### src/rtl/dmem_arbiter_if.sv
// Bundle of MEM-stage, external-requester and dmem signals
// around the shared data-memory port.
interface dmem_arbiter_if #(
  parameter int ADDR_W = 32,
  parameter int DATA_W = 32
);
  logic              core_mem_read;
  logic              core_mem_write;
  logic [ADDR_W-1:0] core_addr;
  logic [DATA_W-1:0] core_wdata;
  logic [DATA_W-1:0] core_rdata;
  logic              core_stall;

  logic              ext_req;
  logic              ext_we;
  logic [ADDR_W-1:0] ext_addr;
  logic [DATA_W-1:0] ext_wdata;
  logic              ext_gnt;
  logic              ext_rvalid;
  logic [DATA_W-1:0] ext_rdata;

  logic              mem_we;
  logic [ADDR_W-1:0] mem_addr;
  logic [DATA_W-1:0] mem_wdata;
  logic [DATA_W-1:0] mem_rdata;

  modport slave (
    input  core_mem_read, core_mem_write,
    input  core_addr, core_wdata,
    output core_rdata, core_stall,
    input  ext_req, ext_we, ext_addr, ext_wdata,
    output ext_gnt, ext_rvalid, ext_rdata,
    output mem_we, mem_addr, mem_wdata,
    input  mem_rdata
  );

  modport master (
    output core_mem_read, core_mem_write,
    output core_addr, core_wdata,
    input  core_rdata, core_stall,
    output ext_req, ext_we, ext_addr, ext_wdata,
    input  ext_gnt, ext_rvalid, ext_rdata,
    input  mem_we, mem_addr, mem_wdata,
    output mem_rdata
  );
endinterface

### src/rtl/dmem_arbiter.sv
// Per-cycle arbiter for the single-port dmem shared by the
// core MEM stage and an external loader, with starvation bound.
module dmem_arbiter #(
  parameter int ADDR_W     = 32,
  parameter int DATA_W     = 32,
  parameter int STARVE_MAX = 4
) (
  input  logic           clk,
  input  logic           rst,
  dmem_arbiter_if.slave  bus
);

  localparam logic [7:0] SMAX = 8'(STARVE_MAX);

  typedef enum logic [1:0] {
    OWN_IDLE,
    OWN_CORE,
    OWN_EXT
  } owner_e;

  owner_e      owner_q;
  owner_e      owner_d;
  logic [7:0]  starve_cnt;
  logic [7:0]  starve_d;
  logic        rvalid_q;
  logic        core_req;
  logic        starve_hit;
  logic        ext_win;
  logic        core_win;

  always_comb begin
    core_req   = bus.core_mem_read
               | bus.core_mem_write;
    starve_hit = (starve_cnt == SMAX);
    ext_win    = !rst && bus.ext_req
              && (!core_req || starve_hit);
    core_win   = !rst && core_req && !ext_win;
  end

  // Port mux; a read+write core request drives as a store.
  always_comb begin
    owner_d        = OWN_IDLE;
    bus.ext_gnt    = 1'b0;
    bus.core_stall = 1'b0;
    bus.mem_we     = 1'b0;
    bus.mem_addr   = '0;
    bus.mem_wdata  = '0;
    unique case (1'b1)
      ext_win: begin
        owner_d        = OWN_EXT;
        bus.ext_gnt    = 1'b1;
        bus.core_stall = core_req;
        bus.mem_we     = bus.ext_we;
        bus.mem_addr   = bus.ext_addr;
        bus.mem_wdata  = bus.ext_wdata;
      end
      core_win: begin
        owner_d       = OWN_CORE;
        bus.mem_we    = bus.core_mem_write;
        bus.mem_addr  = bus.core_addr;
        bus.mem_wdata = bus.core_wdata;
      end
      default: ;
    endcase
  end

  always_comb begin
    starve_d = '0;
    if (bus.ext_req && !ext_win) begin
      starve_d = starve_hit ? starve_cnt
                            : starve_cnt + 8'd1;
    end
  end

  always_ff @(posedge clk) begin
    if (rst) begin
      owner_q    <= OWN_IDLE;
      starve_cnt <= '0;
      rvalid_q   <= 1'b0;
    end else begin
      owner_q    <= owner_d;
      starve_cnt <= starve_d;
      rvalid_q   <= bus.ext_gnt && !bus.ext_we;
    end
  end

  // Reset also kills a read return already in flight.
  assign bus.ext_rvalid = rvalid_q && !rst;
  assign bus.ext_rdata  = bus.mem_rdata;
  assign bus.core_rdata = bus.mem_rdata;

  a_rvalid_owner: assert property (
    @(posedge clk) disable iff (rst)
    bus.ext_rvalid |-> owner_q == OWN_EXT
  );

  a_starve_bound: assert property (
    @(posedge clk) disable iff (rst)
    starve_cnt <= SMAX
  );

  a_one_owner: assert property (
    @(posedge clk) disable iff (rst)
    !(ext_win && core_win)
  );

endmodule

### src/flat_wrapper.sv
// flat-port wrapper written by rule: the top's interface ports become plain ports
module dmem_arbiter_flat 
#(
  parameter int ADDR_W     = 32,
  parameter int DATA_W     = 32,
  parameter int STARVE_MAX = 4
)
  (clk, rst, bus_core_mem_read, bus_core_mem_write, bus_core_addr, bus_core_wdata, bus_core_rdata, bus_core_stall, bus_ext_req, bus_ext_we, bus_ext_addr, bus_ext_wdata, bus_ext_gnt, bus_ext_rvalid, bus_ext_rdata, bus_mem_we, bus_mem_addr, bus_mem_wdata, bus_mem_rdata);
  dmem_arbiter_if #(.ADDR_W(ADDR_W), .DATA_W(DATA_W)) bus_i ();
  input  logic clk;
  input  logic rst;
  input wire logic [$bits(bus_i.core_mem_read)-1:0] bus_core_mem_read;
  input wire logic [$bits(bus_i.core_mem_write)-1:0] bus_core_mem_write;
  input wire logic [$bits(bus_i.core_addr)-1:0] bus_core_addr;
  input wire logic [$bits(bus_i.core_wdata)-1:0] bus_core_wdata;
  output wire logic [$bits(bus_i.core_rdata)-1:0] bus_core_rdata;
  output wire logic [$bits(bus_i.core_stall)-1:0] bus_core_stall;
  input wire logic [$bits(bus_i.ext_req)-1:0] bus_ext_req;
  input wire logic [$bits(bus_i.ext_we)-1:0] bus_ext_we;
  input wire logic [$bits(bus_i.ext_addr)-1:0] bus_ext_addr;
  input wire logic [$bits(bus_i.ext_wdata)-1:0] bus_ext_wdata;
  output wire logic [$bits(bus_i.ext_gnt)-1:0] bus_ext_gnt;
  output wire logic [$bits(bus_i.ext_rvalid)-1:0] bus_ext_rvalid;
  output wire logic [$bits(bus_i.ext_rdata)-1:0] bus_ext_rdata;
  output wire logic [$bits(bus_i.mem_we)-1:0] bus_mem_we;
  output wire logic [$bits(bus_i.mem_addr)-1:0] bus_mem_addr;
  output wire logic [$bits(bus_i.mem_wdata)-1:0] bus_mem_wdata;
  input wire logic [$bits(bus_i.mem_rdata)-1:0] bus_mem_rdata;
  assign bus_i.core_mem_read = bus_core_mem_read;
  assign bus_i.core_mem_write = bus_core_mem_write;
  assign bus_i.core_addr = bus_core_addr;
  assign bus_i.core_wdata = bus_core_wdata;
  assign bus_core_rdata = bus_i.core_rdata;
  assign bus_core_stall = bus_i.core_stall;
  assign bus_i.ext_req = bus_ext_req;
  assign bus_i.ext_we = bus_ext_we;
  assign bus_i.ext_addr = bus_ext_addr;
  assign bus_i.ext_wdata = bus_ext_wdata;
  assign bus_ext_gnt = bus_i.ext_gnt;
  assign bus_ext_rvalid = bus_i.ext_rvalid;
  assign bus_ext_rdata = bus_i.ext_rdata;
  assign bus_mem_we = bus_i.mem_we;
  assign bus_mem_addr = bus_i.mem_addr;
  assign bus_mem_wdata = bus_i.mem_wdata;
  assign bus_i.mem_rdata = bus_mem_rdata;
  dmem_arbiter #(.ADDR_W(ADDR_W), .DATA_W(DATA_W), .STARVE_MAX(STARVE_MAX)) u_core (.clk(clk), .rst(rst), .bus(bus_i));
endmodule
### config.mk
export PLATFORM = sky130hd
export DESIGN_NAME = dmem_arbiter_flat
export DESIGN_NICKNAME = d
export VERILOG_FILES = /design/src/rtl/dmem_arbiter_if.sv /design/src/rtl/dmem_arbiter.sv /design/src/flat_wrapper.sv
export SDC_FILE = /design/constraint.sdc
export NUM_CORES = 1
export LEC_CHECK = 0
export ABC_AREA = 1
export CAP_MARGIN = 25
export CORE_AREA = 2 2 116 118
export CTS_CLUSTER_DIAMETER = 50
export DETAILED_ROUTE_END_ITERATION = 10
export DIE_AREA = 0 0 118 120
export GPL_TIMING_DRIVEN = 0
export SLEW_MARGIN = 20
export SYNTH_ARGS = -nofsm -noshare
export SYNTH_HDL_FRONTEND = slang
export SYNTH_SLANG_ARGS = --single-unit
### constraint.sdc
create_clock -name clk -period 2.3 [get_ports clk]
set_clock_uncertainty 0.15 [all_clocks]
set_input_delay 0.345 -clock clk [delete_from_list [all_inputs] [get_ports clk]]
set_output_delay 0.345 -clock clk [all_outputs]
set_load 0.02 [all_outputs]
# --- Word level (Yosys, flattened, before mapping) ---
# Cells that the tools add are included.
totals:
  register_bits: 9
  in_bits: 166
  elab_cells: 24
  output_inout_bits: 132
op_classes:
  muxes: 5
  bitwise_logic: 2
  n_addsub: 1
  reduce_logical: 13
  n_eq_ne: 1
ops:
  columns: ["operator", "n"]
  rows:
  - ["case mux 32 bit (2 select lines)", 2]
  - ["adder 8 x 1 -> 8 bit, second input constant", 1]
  - ["== test 8 x 3 -> 1 bit, second input constant", 1]
  - ["logical AND 1 bit", 7]
  - ["logical NOT 1 bit", 4]
  - ["two-way mux 1 bit", 2]
  - ["case mux 1 bit (2 select lines)", 1]
  - ["OR reduction 2 bit", 1]
  - ["logical OR 1 bit", 1]
  - ["NOT 1 bit", 1]
  - ["bitwise OR 1 bit", 1]

# --- Depth between registers and ports, before layout ---
# Gate-level depths: netlist (run 1).
depth:
  word_depth: 8
  mapped_depth: 9
  depth_no_buf: 8

# --- Least setup slack after synthesis (run 1) ---
# Ideal clock, no wire load.
synth_timing:
  kind: "register to output"
  start: "register u_core.starve_cnt[0]"
  end: "output bus_core_stall"
  required_ns: 1.805
  path_slack_ns: 0.420
  path_buffers: 1
  arrival_ns: 1.385
  path_stages_with_launch: 10
  path_cell_list: "dfxtp_1 -> inv_1 -> ha_1 -> nand3_1 -> o21ai_2 -> nand2_1 -> buf_6 -> inv_1 -> nand2_1 -> inv_1"
synth_between:
  elab_chain_len: 4
synth_lines:
  columns: ["element", "line_no", "rtl"]
  rows:
  - ["from (decl)", "dmem_arbiter.sv:23", "logic [7:0] starve_cnt;"]
  - ["from (signal assigned)", "dmem_arbiter.sv:82", "starve_cnt <= starve_d;"]
  - ["== test 8 x 3 -> 1 bit", "dmem_arbiter.sv:34", "starve_hit = (starve_cnt == SMAX);"]
  - ["logical OR 1 bit", "dmem_arbiter.sv:36", "&& (!core_req || starve_hit);"]
  - ["logical AND 1 bit", "dmem_arbiter.sv:36", null]
  - ["two-way mux 1 bit", "dmem_arbiter.sv:48", "unique case (1'b1)"]
  - ["to (decl)", "flat_wrapper.sv:17", "output wire logic [$bits(bus_i.core_stall)-1:0] bus_core_stall;"]
# Every way passes these cells.

# --- Worst setup path in the final report (run 1) ---
layout_timing:
  start: "register u_core.starve_cnt[0]"
  end: "output bus_mem_addr[28]"
layout_between:
  elab_chain_len: 6
layout_lines:
  columns: ["element", "line_no", "rtl"]
  rows:
  - ["== test 8 x 3 -> 1 bit (*)", "dmem_arbiter.sv:34", null]
  - ["logical OR 1 bit (*)", "dmem_arbiter.sv:36", null]
  - ["logical AND 1 bit (*)", "dmem_arbiter.sv:36", null]
  - ["logical NOT 1 bit", "dmem_arbiter.sv:37", "core_win = !rst && core_req && !ext_win;"]
  - ["logical AND 1 bit", "dmem_arbiter.sv:37", null]
  - ["case mux 32 bit (2 select lines) (*)", "dmem_arbiter.sv:48", null]
  - ["to (decl)", "flat_wrapper.sv:26", "output wire logic [$bits(bus_i.mem_addr)-1:0] bus_mem_addr;"]
# Mark *: on every way between the ends. The rest lies on a longest branch, timed or not.

==> impl.org, run 1 <==
** Clocking
- Clock tree root buffer cell :: sky130_fd_sc_hd__clkbuf_16
- Hold-fix buffers at CTS :: 0
- For this design, the sink count on the clock tree is 9.
- Buffers inserted during clock tree synthesis total 3.
- Clock latency on the worst-skew pair :: 0.24 ns
- CTS built an H-tree with a depth of 1.
- Maximum buffer depth of the clock tree :: 2
- CTS tree :: done
- Clock-pin slew was measured on the worst setup and hold paths at roughly 0.040 ns.

** Worst setup path
- Crit path buf inv count :: 4
- Crit Path Category :: flop to primary output
- CP max FO :: 8
- Data required time of the worst path :: 1.80 ns
- Among cell families on the critical path, the largest total delay comes from buffers and inverters.
- The worst setup path is launched from a flop.
- The slowest stage of the critical path is the sky130_fd_sc_hd__dfxtp_2 cell.
- Crit path largest cell delay :: between 0.3 and 0.4 ns
- Walking the worst path, the cells encountered are inv_2 -> ha_4 -> nand3_4 -> o21ai_4 -> nand2_4 -> buf_12 -> clkbuf_16 -> nand3_1 -> nand2_1 -> buf_2.
- For flop-to-flop paths, the worst setup slack is 0.73 ns.
- The worst setup path is captured at a primary output.
- Crit path DAT :: 1.79 ns

** Routing
- For this block, the initial DRC count from the detailed router was 97.
- Once detail routing completed, the nets flagged for antenna violations numbered 0.
- Post-detailed-route via-to-cell ratio :: 4.10
- Across all layers, the routed design uses 3328 vias.
- Overall routed net length :: 11600 um
- In the routed design, unresolved DRC markers number 0.
- Detailed-router iteration count before antenna repair :: 4
- Post-detailed-route wirelength per cell :: 14.3 um

** STA
- Setup violations remaining at the end of the flow were counted as 0.
- The worst pin sits at a relative slew slack of 76.5%.
- Final critical delay including setup and external delays :: 2.29 ns
- Highest achievable clock rate :: 437 MHz
- Total count of max-transition violations in the final report :: 0
- Setup repair after global routing missed its margin :: yes
- The final hold violation count was 0.
- Share of the clock period used by the worst path :: 99.4%
- Once routing completed, OpenROAD measured the worst setup slack at 0.0137 ns.
- Transition time at the pin with the least slew margin :: 0.352 ns

** GRT
- Global routing used 14.3% of the available tracks.
- Initial antenna violation count :: 0
- Entering global routing, the biggest net connects 11 pins.
- The via count of the first global-routing pass is 3163.
- The first global-routing pass estimated 16500 um of wire.
- The total overflow left after global routing is 0.

** Finish
- Final antenna diode count :: 0
- Leaving out fill and tap cells, the most frequent cell in the layout is sky130_fd_sc_hd__clkdlybuf4s50_1.
- Area of all placed cells without fillers :: between 5000 and 6000 um2
- The net count of the finished layout is approximately 800.
- Cells with a size suffix above 1 make up 37.2% of the layout.
- Leaving out filler cells and counting taps, the final layout contains 811.
- Core Util, Final :: 41.2%
- Highest-count cells in the layout ignoring fill and taps :: 196 x sky130_fd_sc_hd__clkdlybuf4s50_1, 108 x sky130_fd_sc_hd__nand3_1, 80 x sky130_fd_sc_hd__buf_4
- Counting the fill cells in the layout gives roughly 1400.
- Compared with the post-synthesis result, the final layout area differs by 168%.

** Logic synthesis
- Ranked by total cell area, the synthesized netlist is headed by sky130_fd_sc_hd__nand3_1 34%, sky130_fd_sc_hd__buf_4 26%, sky130_fd_sc_hd__nand2_1 15%, sky130_fd_sc_hd__dfxtp_1 9.0%, sky130_fd_sc_hd__inv_1 3.0%.
- The top cell type by area accounts for 33.7% of the synthesized area.
- In this run the mean area of a mapped cell was 5.66 um2.
- Net count after synthesis :: 520
- Sequential-to-total area share from yosys stat :: 9.05%
- In the synthesized netlist, the number of instances is 352.
- Flip-flop and latch count after synthesis :: 9
- Unique masters post-synth :: 19
- Count of warnings emitted by yosys :: 0
- Netlist area before placement :: 1990 um2
- Summed over all instances, the cell type with the most area after synthesis is sky130_fd_sc_hd__nand3_1.

** Die
- From bottom edge to top edge, the die measures 120 um.
- Number of primary I/O pins :: 298
- Core Box Area :: between 10000 and 15000 um2
- Die Wd :: 118 um
- Initial core utilization :: 15.3%
- Floorplan die area :: ~14000 um2
- The floorplan has 42 rows.

** Outcome
- Status :: finished clean

** Min path
- The min-delay analysis places its worst path in the category flop to flop.

** Placement
- OpenSTA, run right after detailed placement, puts the worst setup slack at -0.932 ns.
- DP Wirelength :: 9050 um
- In this run, placement finished with an instance count of 793.
- Input and output buffers added on the ports amount to 265.
- Final weighted congestion in routability-driven placement :: 0.825
- Post-detailed-placement cell area :: slightly below 5000 um2

** Power and ir drop
- Worst vdd ir :: 0.158 mV
- Power per standard cell area :: 276 nW/um2
- Static power due to leakage :: 2.55 nW

** Job
- Max-cap violations in this run came to 0.
==> flip-flops by register name, indices dropped and copies added, names as in the netlist <==
signal / flops
u_core.starve_cnt: 8
u_core.rvalid_q: 1
==> Yosys cell counts <==
| library cell | instances |
|---|---|
| sky130_fd_sc_hd__nor2_2 | 1 |
| sky130_fd_sc_hd__nor2_1 | 12 |
| sky130_fd_sc_hd__nand3b_1 | 1 |
| sky130_fd_sc_hd__nor3_1 | 1 |
| sky130_fd_sc_hd__a21oi_1 | 3 |
| sky130_fd_sc_hd__inv_1 | 16 |
| sky130_fd_sc_hd__buf_6 | 5 |
| sky130_fd_sc_hd__dfxtp_1 | 9 |
| sky130_fd_sc_hd__buf_4 | 69 |
| sky130_fd_sc_hd__clkbuf_1 | 5 |
| sky130_fd_sc_hd__buf_1 | 5 |
| sky130_fd_sc_hd__nand3_1 | 134 |
| sky130_fd_sc_hd__buf_2 | 7 |
| sky130_fd_sc_hd__nand4_1 | 1 |
| sky130_fd_sc_hd__o21ai_2 | 1 |
| sky130_fd_sc_hd__nand2_1 | 77 |
| sky130_fd_sc_hd__ha_1 | 2 |
| sky130_fd_sc_hd__xnor2_1 | 2 |
| sky130_fd_sc_hd__xor2_1 | 1 |
==> through the flow <==
stage	power (mW)	hold WS, ns	TNS (ns)
after CTS	1.38	0.312	-0.709
after global placement	1.10	0.288	-56.39
final	1.48	0.325	0
after floorplan	0.571	0.280	0
after global routing	1.54	0.369	-1.69
after detailed placement	1.11	0.302	-56.53
==> cell families (layout without fill, tap and decap cells) <==
| logic type | Yosys count | count (layout) | synth area share [%] |
|---|---|---|---|
| simple gates | 227 | 227 | 51.7 |
| buf+inv | 107 | 390 | 35.5 |
| fa+ha+maj | 2 | 2 | 1.26 |
| compound gates | 4 | 4 | 1.19 |
| xor+xnor | 3 | 3 | 1.32 |
| flops | 9 | 9 | 9.05 |
==> per-layer routing <==
metal	global-route usage, %	up-vias	routed length, um
met3	3.04	7	669
met4	1.66	0	67
met2	27.4	148	6160
met1	16.6	1512	4700
met5	0	-	0
li1	-	1661	-
==> worst min-delay path: cells and delay by family (launching register included) <==
kind	cells	cell delay, ns
AO/OA/AOI/OAI	1	0.05
flip-flops	1	0.31
AND/OR/NAND/NOR	1	0.07
==> final timing paths <==
| check | from | to | depth (start not counted) |
|---|---|---|---|
| max | u_core.starve_cnt[0]$_SDFFE_PP0N_ | bus_mem_addr[28] | 10 |
| min | u_core.starve_cnt[7]$_SDFFE_PP0N_ | u_core.starve_cnt[7]$_SDFFE_PP0N_ | 2 |
| max reg2reg | u_core.starve_cnt[0]$_SDFFE_PP0N_ | u_core.starve_cnt[6]$_SDFFE_PP0N_ | 8 |
| min reg2reg | u_core.starve_cnt[7]$_SDFFE_PP0N_ | u_core.starve_cnt[7]$_SDFFE_PP0N_ | 2 |
==> final cells by class <==
cell class              instances  area [um2]  area share, %
inverters                      16        60.1           1.12
flip-flops and latches          9         183           3.42
well taps                     176         220           4.12
multi-input cells             236        1350           25.3
plain buffers                  91         767           14.4
repair buffers                279        2680           50.2
clock buffers                   4        78.8           1.48
==> report_power, final <==
part	internal [mW]	total (mW)	switching (mW)	leakage, nW
Sequential	0.159	0.160	0.00157	0.0736
Clock	0.232	0.312	0.0800	0.0382
Combinational	0.565	1.00	0.438	2.44
==> repair_timing <==
| item | 4_1_cts | 5_1_grt |
|---|---|---|
| setup endpoints to repair | 67 | 63 |
| cloned | 1 | 4 |
| resized for setup | 301 | 142 |
| setup buffers | 5 | 5 |
| pin swaps | 4 | 28 |
| hold endpoints to repair | 0 | 0 |
Power figures use the tool's default switching activity.
==> run 2: changes to the inputs <==
--- a/config.mk
+++ b/config.mk
@@ -6,7 +6,7 @@
 export NUM_CORES = 1
 export LEC_CHECK = 0
 export ABC_AREA = 1
-export CAP_MARGIN = 25
+export CAP_MARGIN = 40
 export CORE_AREA = 2 2 116 118
 export CTS_CLUSTER_DIAMETER = 50
 export DETAILED_ROUTE_END_ITERATION = 10
==> results of run 2 <==
No change in the layout: final DEF, timing and power equal those of run 1.
==> variant (config.mk and constraints of run 1) <==
`DATA_W` is set to 32 in 3 places; all go to 40.
--- a/src/rtl/dmem_arbiter_if.sv
+++ b/src/rtl/dmem_arbiter_if.sv
@@ -2,7 +2,7 @@
 // around the shared data-memory port.
 interface dmem_arbiter_if #(
   parameter int ADDR_W = 32,
-  parameter int DATA_W = 32
+  parameter int DATA_W = 40
 );
   logic              core_mem_read;
   logic              core_mem_write;
--- a/src/rtl/dmem_arbiter.sv
+++ b/src/rtl/dmem_arbiter.sv
@@ -2,7 +2,7 @@
 // core MEM stage and an external loader, with starvation bound.
 module dmem_arbiter #(
   parameter int ADDR_W     = 32,
-  parameter int DATA_W     = 32,
+  parameter int DATA_W     = 40,
   parameter int STARVE_MAX = 4
 ) (
   input  logic           clk,
--- a/src/flat_wrapper.sv
+++ b/src/flat_wrapper.sv
@@ -2,7 +2,7 @@
 module dmem_arbiter_flat 
 #(
   parameter int ADDR_W     = 32,
-  parameter int DATA_W     = 32,
+  parameter int DATA_W     = 40,
   parameter int STARVE_MAX = 4
 )
   (clk, rst, bus_core_mem_read, bus_core_mem_write, bus_core_addr, bus_core_wdata, bus_core_rdata, bus_core_stall, bus_ext_req, bus_ext_we, bus_ext_addr, bus_ext_wdata, bus_ext_gnt, bus_ext_rvalid, bus_ext_rdata, bus_mem_we, bus_mem_addr, bus_mem_wdata, bus_mem_rdata);
Ports: changed (6 resized); port bits go from 298 to 346. No check against the original RTL was run, so the function may have changed too.
==> variant against run 1 <==
  * Synthesized area increased by 13%
  * Critical path type is now primary input to output pin
  * Highest routed layer unchanged
  * Global-route usage increased by 3.1 points
  * Sequential cell count unchanged
  * Total power increased by 8.1%
  * Final area increased by 8.6%
  * Wire length increased by 18%
  * Clock power decreased by 2%
  * Worst setup slack improved by 8.0 ps
==> variant: results (changes against run 1) <==
hold path cells 1 (-1); Psw 573.0 uW (+10%); Clock Power 307 uW (-2%); status completed; met2 routed WL 7401 um (+20%); # Post-CTS Setup Buffers 5 (unchanged); GR Layer Usage met2 34.74% (+7.4 points); Syn Inst Count 396 (+13%); DP Area 5527 um2 (+14%); main area contributors after synthesis nand3_1 33%, buf_4 29%, nand2_1 14%, dfxtp_1 8.0%, buf_6 3.0%; Routed Wire Length 13,670 um (+18%); CP top delay family buffers and inverters; initial antenna violation count 0 (unchanged); Post-Synth Adder-Cell Area 1.110% (-0.15 points); dpl cells 877 (+11%); syn nets 588 (+13%); vias in the first global route 3,771 (+19%); RR Endpoint u_core.starve_cnt[3]; fin cells 890 (+9.7%); Max FO, Critical Path 10 (+2); Worst VDD drop 0.2640 mV (+67%); top_reg_cell synth dfxtp_1; met3 WL 938 um (+40%); fraction of layout cells with a size suffix above 1 32.21% (-5.0 points); port bufs 305 (+15%); relative slew slack 78.04% (+1.6 points); PwrDens 275.0 nW/um2 (-0.43%); total CTS buffers 3 (unchanged); hold slack 299.5 ps (-25.21 ps); M1 wire length 5275 um (+12%); Register-to-Register Path Depth 7 (-1); Global Route Usage Sum 17.41% (+3.1 points); Post-Synth XOR/XNOR Area 1.166% (-0.15 points); worst hold endpoint u_core.starve_cnt[0]; DP HPWL 11,210 um (+24%); multiplexer share of the synthesized area 0% (unchanged); Comb power 1130 uW (+13%); GRT busiest layer met2; register-to-register setup slack 860 ps (+130 ps); drt pass-1 iters 5 (+1); compound-gate portion of the synthesized area 0.8884% (-0.31 points); Hold Crit Start u_core.starve_cnt[0]; DR vias/cell 4.247 (+3.5%); Starting DRT DRC Count 169 (+74%); fin nets 907 (+13%); leakage 0.002828 uW (+11%); met3 Use GR 3.232% (+0.19 points); slowest cell on the critical path clkdlybuf4s50_1; Distinct cells, synth 19 (unchanged); GP Congestion 0.8086 (-2.0%); met1 Resource Use GR 19.67% (+3.0 points); register area share after synthesis 7.996% (-1.0 points)
==> variant: cell type report <==
class                   instances  area (um2)
clock buffers                   4       78.83
multi-input cells             260        1370
well taps                     176       220.2
plain buffers                 111       922.1
flip-flops and latches          9       182.7
repair buffers                314        2965
fillers                      1379        7181
inverters                      16       60.06
==> variant: how the worst max path moves through the flow <==
stage | start | to | slack (ps)
after floorplan | u_core.starve_cnt[0] | bus_core_stall | 450
after global placement | rst | bus_mem_wdata[19] | -930
after detailed placement | rst | bus_mem_addr[14] | -940
after CTS | bus_core_mem_write | bus_mem_wdata[25] | -10
after global routing | u_core.starve_cnt[0] | bus_mem_addr[23] | -70
final | bus_ext_req | bus_mem_wdata[3] | 20
==> variant: kinds of logic (layout without fill, tap and decap cells) <==
kind of cell | count (synthesis) | count (layout)
xor+xnor | 3 | 3
flops | 9 | 9
compound gates | 4 | 4
fa+ha+maj | 2 | 2
simple gates | 251 | 251
buf+inv | 127 | 445
